`config.mk`:
```
export PLATFORM = sky130hd
export DESIGN_NAME = dcls_error_manager_flat
export DESIGN_NICKNAME = d
export VERILOG_FILES = /design/src/rtl/dcls_error_manager_if.sv /design/src/rtl/dcls_error_manager.sv /design/src/flat_wrapper.sv
export SDC_FILE = /design/constraint.sdc
export NUM_CORES = 1
export LEC_CHECK = 0
export BUFFER_PORTS_ARGS = -buffer_cell sky130_fd_sc_hd__clkbuf_2
export CAP_MARGIN = 20
export CORE_MARGIN = 5
export CORE_UTILIZATION = 55
export CTS_CLUSTER_SIZE = 25
export DETAILED_ROUTE_END_ITERATION = 10
export PLACE_DENSITY_LB_ADDON = 0.25
export REMOVE_ABC_BUFFERS = 1
export SLEW_MARGIN = 20
export SYNTH_ARGS = -nofsm -noshare
export SYNTH_HDL_FRONTEND = slang
export SYNTH_SLANG_ARGS = --single-unit
```
`constraint.sdc`:
```
create_clock -name clk_i -period 2.2 [get_ports clk_i]
set_clock_uncertainty 0.1 [all_clocks]
set_input_delay 0.11 -clock clk_i [delete_from_list [all_inputs] [get_ports clk_i]]
set_output_delay 0.11 -clock clk_i [all_outputs]
set_load 0.005 [all_outputs]
```
`src/rtl/dcls_error_manager_if.sv`:
```
// Configuration register bus between software and the DCLS error manager.
// The slave modport is the error manager; the master modport is whoever drives
// register accesses (CPU bridge or testbench).
interface dcls_error_manager_if;
  logic        cfg_wr_i;
  logic        cfg_rd_i;
  logic [2:0]  cfg_addr_i;
  logic [31:0] cfg_wdata_i;
  logic [31:0] cfg_rdata_o;

  modport master (
    output cfg_wr_i,
    output cfg_rd_i,
    output cfg_addr_i,
    output cfg_wdata_i,
    input  cfg_rdata_o
  );

  modport slave (
    input  cfg_wr_i,
    input  cfg_rd_i,
    input  cfg_addr_i,
    input  cfg_wdata_i,
    output cfg_rdata_o
  );
endinterface

```
`src/rtl/dcls_error_manager.sv`:
```
// DCLS error manager: latches comparator syndromes, raises an interrupt,
// escalates to a core-pair reset request on missing acknowledge and re-arms
// the comparator through a two-cycle clear pulse.
//
// state | meaning
// IDLE  | waiting for a comparator error or rail disagreement
// ALARM | irq raised, timeout running until software acknowledges
// FAULT | timeout expired, irq and core-pair reset request held until ack
// CLEAR | comparator clears driven for two cycles, inputs ignored
module dcls_error_manager #(
  parameter int unsigned TIMEOUT_CYCLES = 16,
  parameter int unsigned CNT_W          = 16
) (
  input  logic                clk_i,
  input  logic                rst_ni,
  input  logic                dcls_comparator_error_0_i,
  input  logic                dcls_comparator_error_1_i,
  input  logic [31:0]         dcls_comparator_error_vector_0_i,
  input  logic [31:0]         dcls_comparator_error_vector_1_i,
  output logic                dcls_comparator_clear_0_o,
  output logic                dcls_comparator_clear_1_o,
  dcls_error_manager_if.slave cfg,
  output logic                irq_o,
  output logic                fault_reset_o
);

  typedef enum logic [1:0] {
    S_IDLE  = 2'd0,
    S_ALARM = 2'd1,
    S_FAULT = 2'd2,
    S_CLEAR = 2'd3
  } state_e;

  localparam logic [15:0]      TO_LAST = 16'(TIMEOUT_CYCLES - 1);
  localparam logic [CNT_W-1:0] CNT_MAX = {CNT_W{1'b1}};

  localparam logic [2:0] A_STATUS    = 3'd0;
  localparam logic [2:0] A_FIRST_VEC = 3'd1;
  localparam logic [2:0] A_ACCUM_VEC = 3'd2;
  localparam logic [2:0] A_ERR_COUNT = 3'd3;
  localparam logic [2:0] A_CTRL      = 3'd4;

  state_e           r_state;
  state_e           w_state_nxt;
  logic [15:0]      r_to_cnt;
  logic             r_clr_cnt;
  logic [31:0]      r_first_vec;
  logic [31:0]      r_accum_vec;
  logic [CNT_W-1:0] r_err_cnt;
  logic             r_rail_fault;
  logic             r_enable;
  logic [31:0]      r_rdata;

  logic        w_err;
  logic [31:0] w_vec;
  logic        w_rail_mis;
  logic        w_trig;
  logic        w_ctrl_wr;
  logic        w_ack;
  logic        w_wipe;
  logic        w_sample;
  logic        w_enter_alarm;
  logic        w_to_expired;
  logic [31:0] w_rd_mux;
  logic        w_unused_wdata;

  assign w_err      = dcls_comparator_error_0_i | dcls_comparator_error_1_i;
  assign w_vec      = dcls_comparator_error_vector_0_i | dcls_comparator_error_vector_1_i;
  assign w_rail_mis = (dcls_comparator_error_0_i != dcls_comparator_error_1_i) ||
                      (dcls_comparator_error_vector_0_i != dcls_comparator_error_vector_1_i);
  assign w_trig     = w_err | w_rail_mis;

  assign w_ctrl_wr      = cfg.cfg_wr_i && (cfg.cfg_addr_i == A_CTRL);
  assign w_ack          = w_ctrl_wr & cfg.cfg_wdata_i[0];
  assign w_wipe         = w_ctrl_wr & cfg.cfg_wdata_i[2];
  assign w_unused_wdata = ^cfg.cfg_wdata_i[31:3];

  // Comparator outputs are still settling while clears are driven, so ignore them.
  assign w_sample      = (r_state != S_CLEAR);
  assign w_enter_alarm = (r_state == S_IDLE) && w_trig && r_enable;
  assign w_to_expired  = (r_to_cnt == TO_LAST);

  // State register
  always_ff @(posedge clk_i or negedge rst_ni) begin
    if (!rst_ni) r_state <= S_IDLE;
    else         r_state <= w_state_nxt;
  end

  // Next-state decode; ack takes priority over timeout expiry
  always_comb begin
    w_state_nxt = r_state;
    case (r_state)
      S_IDLE:  if (w_enter_alarm) w_state_nxt = S_ALARM;
      S_ALARM: begin
        if (w_ack)             w_state_nxt = S_CLEAR;
        else if (w_to_expired) w_state_nxt = S_FAULT;
      end
      S_FAULT: if (w_ack)     w_state_nxt = S_CLEAR;
      S_CLEAR: if (r_clr_cnt) w_state_nxt = S_IDLE;
      default:                w_state_nxt = S_IDLE;
    endcase
  end

  // Output decode straight from the state register
  always_comb begin
    irq_o                     = 1'b0;
    fault_reset_o             = 1'b0;
    dcls_comparator_clear_0_o = 1'b0;
    dcls_comparator_clear_1_o = 1'b0;
    case (r_state)
      S_ALARM: irq_o = 1'b1;
      S_FAULT: begin
        irq_o         = 1'b1;
        fault_reset_o = 1'b1;
      end
      S_CLEAR: begin
        dcls_comparator_clear_0_o = 1'b1;
        dcls_comparator_clear_1_o = 1'b1;
      end
      default: ;
    endcase
  end

  // Timeout counter: restarts on ALARM entry, advances each un-acked ALARM cycle
  always_ff @(posedge clk_i or negedge rst_ni) begin
    if (!rst_ni) begin
      r_to_cnt <= '0;
    end else if (w_enter_alarm) begin
      r_to_cnt <= '0;
    end else if ((r_state == S_ALARM) && !w_ack && !w_to_expired) begin
      r_to_cnt <= r_to_cnt + 16'd1;
    end
  end

  // Two-cycle CLEAR duration
  always_ff @(posedge clk_i or negedge rst_ni) begin
    if (!rst_ni)                  r_clr_cnt <= 1'b0;
    else if (r_state == S_CLEAR)  r_clr_cnt <= ~r_clr_cnt;
    else                          r_clr_cnt <= 1'b0;
  end

  // Syndrome capture, error counting and control bits; wipe beats any update
  always_ff @(posedge clk_i or negedge rst_ni) begin
    if (!rst_ni) begin
      r_first_vec  <= '0;
      r_accum_vec  <= '0;
      r_err_cnt    <= '0;
      r_rail_fault <= 1'b0;
      r_enable     <= 1'b1;
    end else begin
      if (w_enter_alarm) r_first_vec <= w_vec;

      if (w_wipe)        r_accum_vec <= '0;
      else if (w_sample) r_accum_vec <= r_accum_vec | w_vec;

      if (w_wipe)                      r_rail_fault <= 1'b0;
      else if (w_sample && w_rail_mis) r_rail_fault <= 1'b1;

      if (w_wipe)                                    r_err_cnt <= '0;
      else if (w_enter_alarm && r_err_cnt != CNT_MAX) r_err_cnt <= r_err_cnt + CNT_W'(1);

      if (w_ctrl_wr) r_enable <= cfg.cfg_wdata_i[1];
    end
  end

  // Read mux; CTRL and unmapped addresses read as zero
  always_comb begin
    w_rd_mux = '0;
    case (cfg.cfg_addr_i)
      A_STATUS:    w_rd_mux = {28'd0, r_enable, r_rail_fault, r_state};
      A_FIRST_VEC: w_rd_mux = r_first_vec;
      A_ACCUM_VEC: w_rd_mux = r_accum_vec;
      A_ERR_COUNT: w_rd_mux = 32'(r_err_cnt);
      default:     w_rd_mux = '0;
    endcase
  end

  // Registered read data, held until the next read; sees pre-write values
  always_ff @(posedge clk_i or negedge rst_ni) begin
    if (!rst_ni)           r_rdata <= '0;
    else if (cfg.cfg_rd_i) r_rdata <= w_rd_mux;
  end

  assign cfg.cfg_rdata_o = r_rdata;

endmodule

```
`src/flat_wrapper.sv`:
```
// flat-port wrapper written by rule: the top's interface ports become plain ports
module dcls_error_manager_flat 
#(
  parameter int unsigned TIMEOUT_CYCLES = 16,
  parameter int unsigned CNT_W          = 16
)
  (clk_i, rst_ni, dcls_comparator_error_0_i, dcls_comparator_error_1_i, dcls_comparator_error_vector_0_i, dcls_comparator_error_vector_1_i, dcls_comparator_clear_0_o, dcls_comparator_clear_1_o, irq_o, fault_reset_o, cfg_cfg_wr_i, cfg_cfg_rd_i, cfg_cfg_addr_i, cfg_cfg_wdata_i, cfg_cfg_rdata_o);
  dcls_error_manager_if cfg_i ();
  input  logic clk_i;
  input  logic rst_ni;
  input  logic dcls_comparator_error_0_i;
  input  logic dcls_comparator_error_1_i;
  input  logic [31:0] dcls_comparator_error_vector_0_i;
  input  logic [31:0] dcls_comparator_error_vector_1_i;
  output logic dcls_comparator_clear_0_o;
  output logic dcls_comparator_clear_1_o;
  output logic irq_o;
  output logic fault_reset_o;
  input wire logic [$bits(cfg_i.cfg_wr_i)-1:0] cfg_cfg_wr_i;
  input wire logic [$bits(cfg_i.cfg_rd_i)-1:0] cfg_cfg_rd_i;
  input wire logic [$bits(cfg_i.cfg_addr_i)-1:0] cfg_cfg_addr_i;
  input wire logic [$bits(cfg_i.cfg_wdata_i)-1:0] cfg_cfg_wdata_i;
  output wire logic [$bits(cfg_i.cfg_rdata_o)-1:0] cfg_cfg_rdata_o;
  assign cfg_i.cfg_wr_i = cfg_cfg_wr_i;
  assign cfg_i.cfg_rd_i = cfg_cfg_rd_i;
  assign cfg_i.cfg_addr_i = cfg_cfg_addr_i;
  assign cfg_i.cfg_wdata_i = cfg_cfg_wdata_i;
  assign cfg_cfg_rdata_o = cfg_i.cfg_rdata_o;
  dcls_error_manager #(.TIMEOUT_CYCLES(TIMEOUT_CYCLES), .CNT_W(CNT_W)) u_core (.clk_i(clk_i), .rst_ni(rst_ni), .dcls_comparator_error_0_i(dcls_comparator_error_0_i), .dcls_comparator_error_1_i(dcls_comparator_error_1_i), .dcls_comparator_error_vector_0_i(dcls_comparator_error_vector_0_i), .dcls_comparator_error_vector_1_i(dcls_comparator_error_vector_1_i), .dcls_comparator_clear_0_o(dcls_comparator_clear_0_o), .dcls_comparator_clear_1_o(dcls_comparator_clear_1_o), .cfg(cfg_i), .irq_o(irq_o), .fault_reset_o(fault_reset_o));
endmodule
```
Yosys cells after proc, flatten, opt, wreduce, memory -nomap -nowiden
Index checks and enable logic that the tools add are counted.
- bits in registers: 133
- logic and storage cells: 71
- add/subtract/negate cells: 2
- equal/unequal tests: 16
- mux-type cells: 19
- bitwise logic cells: 7
- reduce and logical (&&, ||, !) cells: 18
- operators with widths (operator ; number):
    $pmux 32 s4 ; 1
    $mux 16 ; 4
    $mux 32 ; 2
    $or 32x32->32 ; 2
    $add 16x1->16 const B ; 2
    $ne 32x32->1 ; 1
    $eq 16x4->1 const B ; 1
    $ne 16x16->1 const B ; 1
    $mux 2 ; 5
    $pmux 2 s4 ; 1
    $reduce_bool 2->1 ; 4
    $logic_and 1x1->1 ; 7
    $eq 3x2->1 const B ; 2
    $mux 1 ; 6
    $ne 2x1->1 const B ; 3
    $eq 2x2->1 const B ; 2
    $reduce_and 4->1 ; 1
    $eq 3x1->1 const B ; 1
    $eq 3x3->1 const B ; 1
    $logic_not 3->1 ; 1
    $ne 3x1->1 const B ; 1
    $and 1x1->1 ; 2
    $eq 2x1->1 const B ; 1
    $logic_not 1->1 ; 2
    7 further kinds ; 8

Depth between registers and ports, before layout
- depth in word-level cells: 8
- mapped depth: 9
- depth with buffers taken out: 7

Worst setup path after synthesis
OpenSTA, ideal clock, no wires.
- kind: flip-flop to flip-flop
- start point: register u_core.r_state[0]
- end point: register u_core.r_state[1]
- setup time: 128 ps
- arrival time: 1835 ps
- slack: 138 ps
- cell stages (with the launch flop): 8
- buffers on the path: 1
- cell sequence: dfrtp_1 > ha_1 > clkbuf_1 > nor2b_1 > a21o_1 > a221o_1 > a31oi_2 > mux2_1
- word-level cells in the longest chain between the ends: 5
- elaborated cells on any way between the ends: 12
- those cells by class: 7 x eq/ne; 1 x mux; 4 x reduce/logical
- ends and longest elaborated chain (what ; line ; source):
    from (decl) ; dcls_error_manager.sv:43 ; state_e r_state;
    from (signal assigned) ; dcls_error_manager.sv:86 ; else r_state <= w_state_nxt;
    $logic_not 2->1 ; dcls_error_manager.sv:80, dcls_error_manager.sv:92 ;
    $logic_and 1x1->1 (2 in a row) ; dcls_error_manager.sv:80 ; assign w_enter_alarm = (r_state == S_IDLE) && w_trig && r_enable;
    $ne 2x1->1 (no line) ; n/a ;
    $reduce_and 4->1 (no line) ; n/a ;
Several ways; a longest one is shown, not always the timed one.
A chain may end at the register's enable or synchronous reset.

Worst setup path after layout
- start point: register u_core.r_to_cnt[1]
- end point: register u_core.r_state[1]
- word-level cells in the longest chain between the ends: 3
- ends and longest elaborated chain (what ; line ; source):
    from (decl) ; dcls_error_manager.sv:45 ; logic [15:0] r_to_cnt;
    from (signal assigned) ; dcls_error_manager.sv:131 ; r_to_cnt <= r_to_cnt + 16'd1;
    $eq 16x4->1 ; dcls_error_manager.sv:81 ; assign w_to_expired = (r_to_cnt == TO_LAST);
    $ne 3x1->1 (no line) ; n/a ;
    $reduce_and 4->1 (no line) ; n/a ;
Every way passes these cells.

==> run metrics <==
Area after DPL=7740 sq um; CTS tree=yes; largest net degree at the start of global routing=134; Crit Path Class=reg2reg; antenna violations before repair=0; Final Setup Violations=0; asr flop ratio synth=100%; max-cap violation count=0; Static Leakage=4.24 nW; Root Driver=clkbuf_16; vias in the first global route=6040; area grow syn2layout=24.5%; period utilization=97.6%; Worst Setup Start Kind=flop; Worst Tran Pin Value=0.742 ns; Cell Pwr Density=977 nW/um^2; row count=41; EDFF count, synth=0; DP Wirelength=11800 um; fin crit period=2.15 ns; DR vias/cell=5.57; Reg power frac=41.2%; post-route cell area=8610 sq um; 1st-iter DRT viols=541; CP Capture Type=flop; fill cell count=969; Initial Util=55.5%; drt total wl=18300 um; VDD IR max=0.000654 V; FMAX=466 MHz; Yosys cell types=56; antenna cells=0; top cell type's share of synthesized area=47.8%; Final Hold Vio Count=0; Setup Total Neg Slack=0 ns; fraction of layout cells with a size suffix above 1=24.0%; io pins=141; power share of the combinational group=27.8%; CTS Buf Count=17; DIE AREA=14900 sq um; Sw Share=32.9%; Nets=1026; Post-Syn Instances=737; WL per Instance=17.2 um; Core Box Area=12500 sq um; I/O Buffers=111; cell-internal power=5.65 mW; first-pass iteration count of the detailed router=5; GRT Util Overall=25.2%; top post-synthesis cells by area=dfrtp_1 48%, ha_1 7.2%, nor2_1 6.6%, inv_1 5.8%, a22oi_1 3.0%; Yosys warning count=0; Avg Inst Size Synth=9.38 sq um; status=finished clean; Commonest cells post-synth=132 x dfrtp_1, 121 x nor2_1, 106 x inv_1, 51 x nand2_1, 40 x ha_1; H-tree Lvls=4; GP Congestion=0.852; FF+latch count, synth=133; Clk pwr share=31.0%; arrival time worst endpoint=2.35 ns; Reg clk slew, reported paths=0.06 ns; worst hold path class=in2reg; CTS sink cnt=133; Req. time, crit path=2.40 ns; Pwr Total=8.41 mW; Die H=122 um; top-count cell post-synth=dfrtp_1; leading area contributor after synthesis=dfrtp_1; top_reg_cell synth=dfrtp_1; clk buf depth=2; CP max FO=4; total global routing overflow=0; NetSw=2.77 mW; Die X=122 um; DR DRC count=0; fin. max-slew vios=0; clock latency on the worst-skew pair=0.42 ns; DR vias=5941; synthesized cell area=6920 sq um; register area share after synthesis=48.1%; post-detailed-route count of antenna-violating nets=0; Worst slew margin=50.5%; first-pass GRT wire length=29300 um
==> power groups by stage <==
stage	clock (mW)	combinational, mW	sequential (mW)
final	2.61	2.34	3.47
after global routing	2.75	2.59	3.53
after CTS	2.63	2.16	3.44
after detailed placement	0	2.10	3.47
after global placement	0	1.97	3.43
after floorplan	0	1.35	3.36
==> per-stage QoR <==
step | setup WS [ns] | cells | hold slack (ns) | utilization (%)
3_5_place_dp | -0.161 | 1010 | 0.187 | 62.1
2_1_floorplan | -1.09 | 699 | -0.286 | -
6_report | 0.0519 | 1066 | 0.0105 | 69.1
4_1_cts | 0.0183 | 1062 | 0.000153 | 68.1
5_1_grt | -0.0333 | 1066 | 0.0149 | 69.1
3_3_place_gp | -0.107 | 1010 | 0.182 | 62.1
==> final timing paths <==
kind	startpoint	cells past startpoint	to	slack, ns
setup reg to reg	u_core.r_to_cnt[1]	6	u_core.r_state[1]	0.05
min in group asynchronous	rst_ni	3	u_core.r_state[1]	0.23
hold reg to reg	u_core.r_clr_cnt	1	u_core.r_clr_cnt	0.35
setup / recovery	u_core.r_to_cnt[1]	6	u_core.r_state[1]	0.05
max in group asynchronous	rst_ni	3	u_core.cfg.cfg_rdata_o[1]	1.19
hold / removal	dcls_comparator_error_vector_1_i[4]	4	u_core.r_first_vec[4]	0.01
==> timing repair <==
action / in CTS / in global routing
setup endpoints to repair: 0 / 49
hold endpoints to repair: 149 / 0
resized for setup: 0 / 21
hold buffers: 20 / 0
buffers inserted: 0 / 3
==> critical path: stages (launching register included) <==
cell and delay [ns]:
dfrtp_1 0.41, ha_2 0.25, and3_1 0.19, nand4_1 0.12, a221o_1 0.41, a31oi_4 0.21
mux2_1 0.35
==> state kept, by name, summed over array words and instances (netlist names), 2 cells and up <==
name                    flops
u_core.r_state              2
u_core.r_err_cnt           16
u_core.r_first_vec         32
u_core.r_to_cnt            16
u_core.cfg.cfg_rdata_o     32
u_core.r_accum_vec         32
==> final cells by class <==
class / count / area (sq um) / area share (%)
clock buffers: 24 / 502 / 5.83
multi-input cells: 459 / 3030 / 35.1
flip-flops and latches: 133 / 3330 / 38.7
repair buffers: 163 / 1090 / 12.6
clock inverters: 8 / 48.8 / 0.567
inverters: 107 / 402 / 4.66
well taps: 172 / 215 / 2.50
==> layout by cell type (no fill, tap or decap), types with 13 or more instances in the layout <==
cell             n
a22oi_1         28
buf_4           25
clkbuf_16       18
clkbuf_2       109
dfrtp_1        130
dlygate4sd3_1   19
ha_1            36
inv_1          104
nand2_1         50
nand4_1         16
nor2_1         121
o21ai_1         35
o22ai_1         32
xor2_1          13
==> kinds of logic (layout without fill, tap and decap cells) <==
logic type | count (synthesis) | in the layout | synth area share [%]
and+or+nand+nor | 253 | 253 | 17.6
buffers and inverters | 145 | 302 | 8.90
AOI/OAI and AO/OA | 133 | 133 | 12.7
DFF | 133 | 133 | 48.1
adders and majority gates | 40 | 40 | 7.24
muxes | 18 | 18 | 3.56
xor gates and xnor gates | 15 | 15 | 1.90
==> layer usage <==
metal  track usage [%]  part of all wire, %  vias up  routed length (um)
met5                 0                    0        -                   0
met4              9.87                  2.5        0                 462
met3              5.71                  5.3       38                 964
met2              41.3                   51      226                9290
met1              32.6                   42     2898                7640
li1                  -                    -     2779                   -
Note: power is estimated with default switching activity, not from simulation.
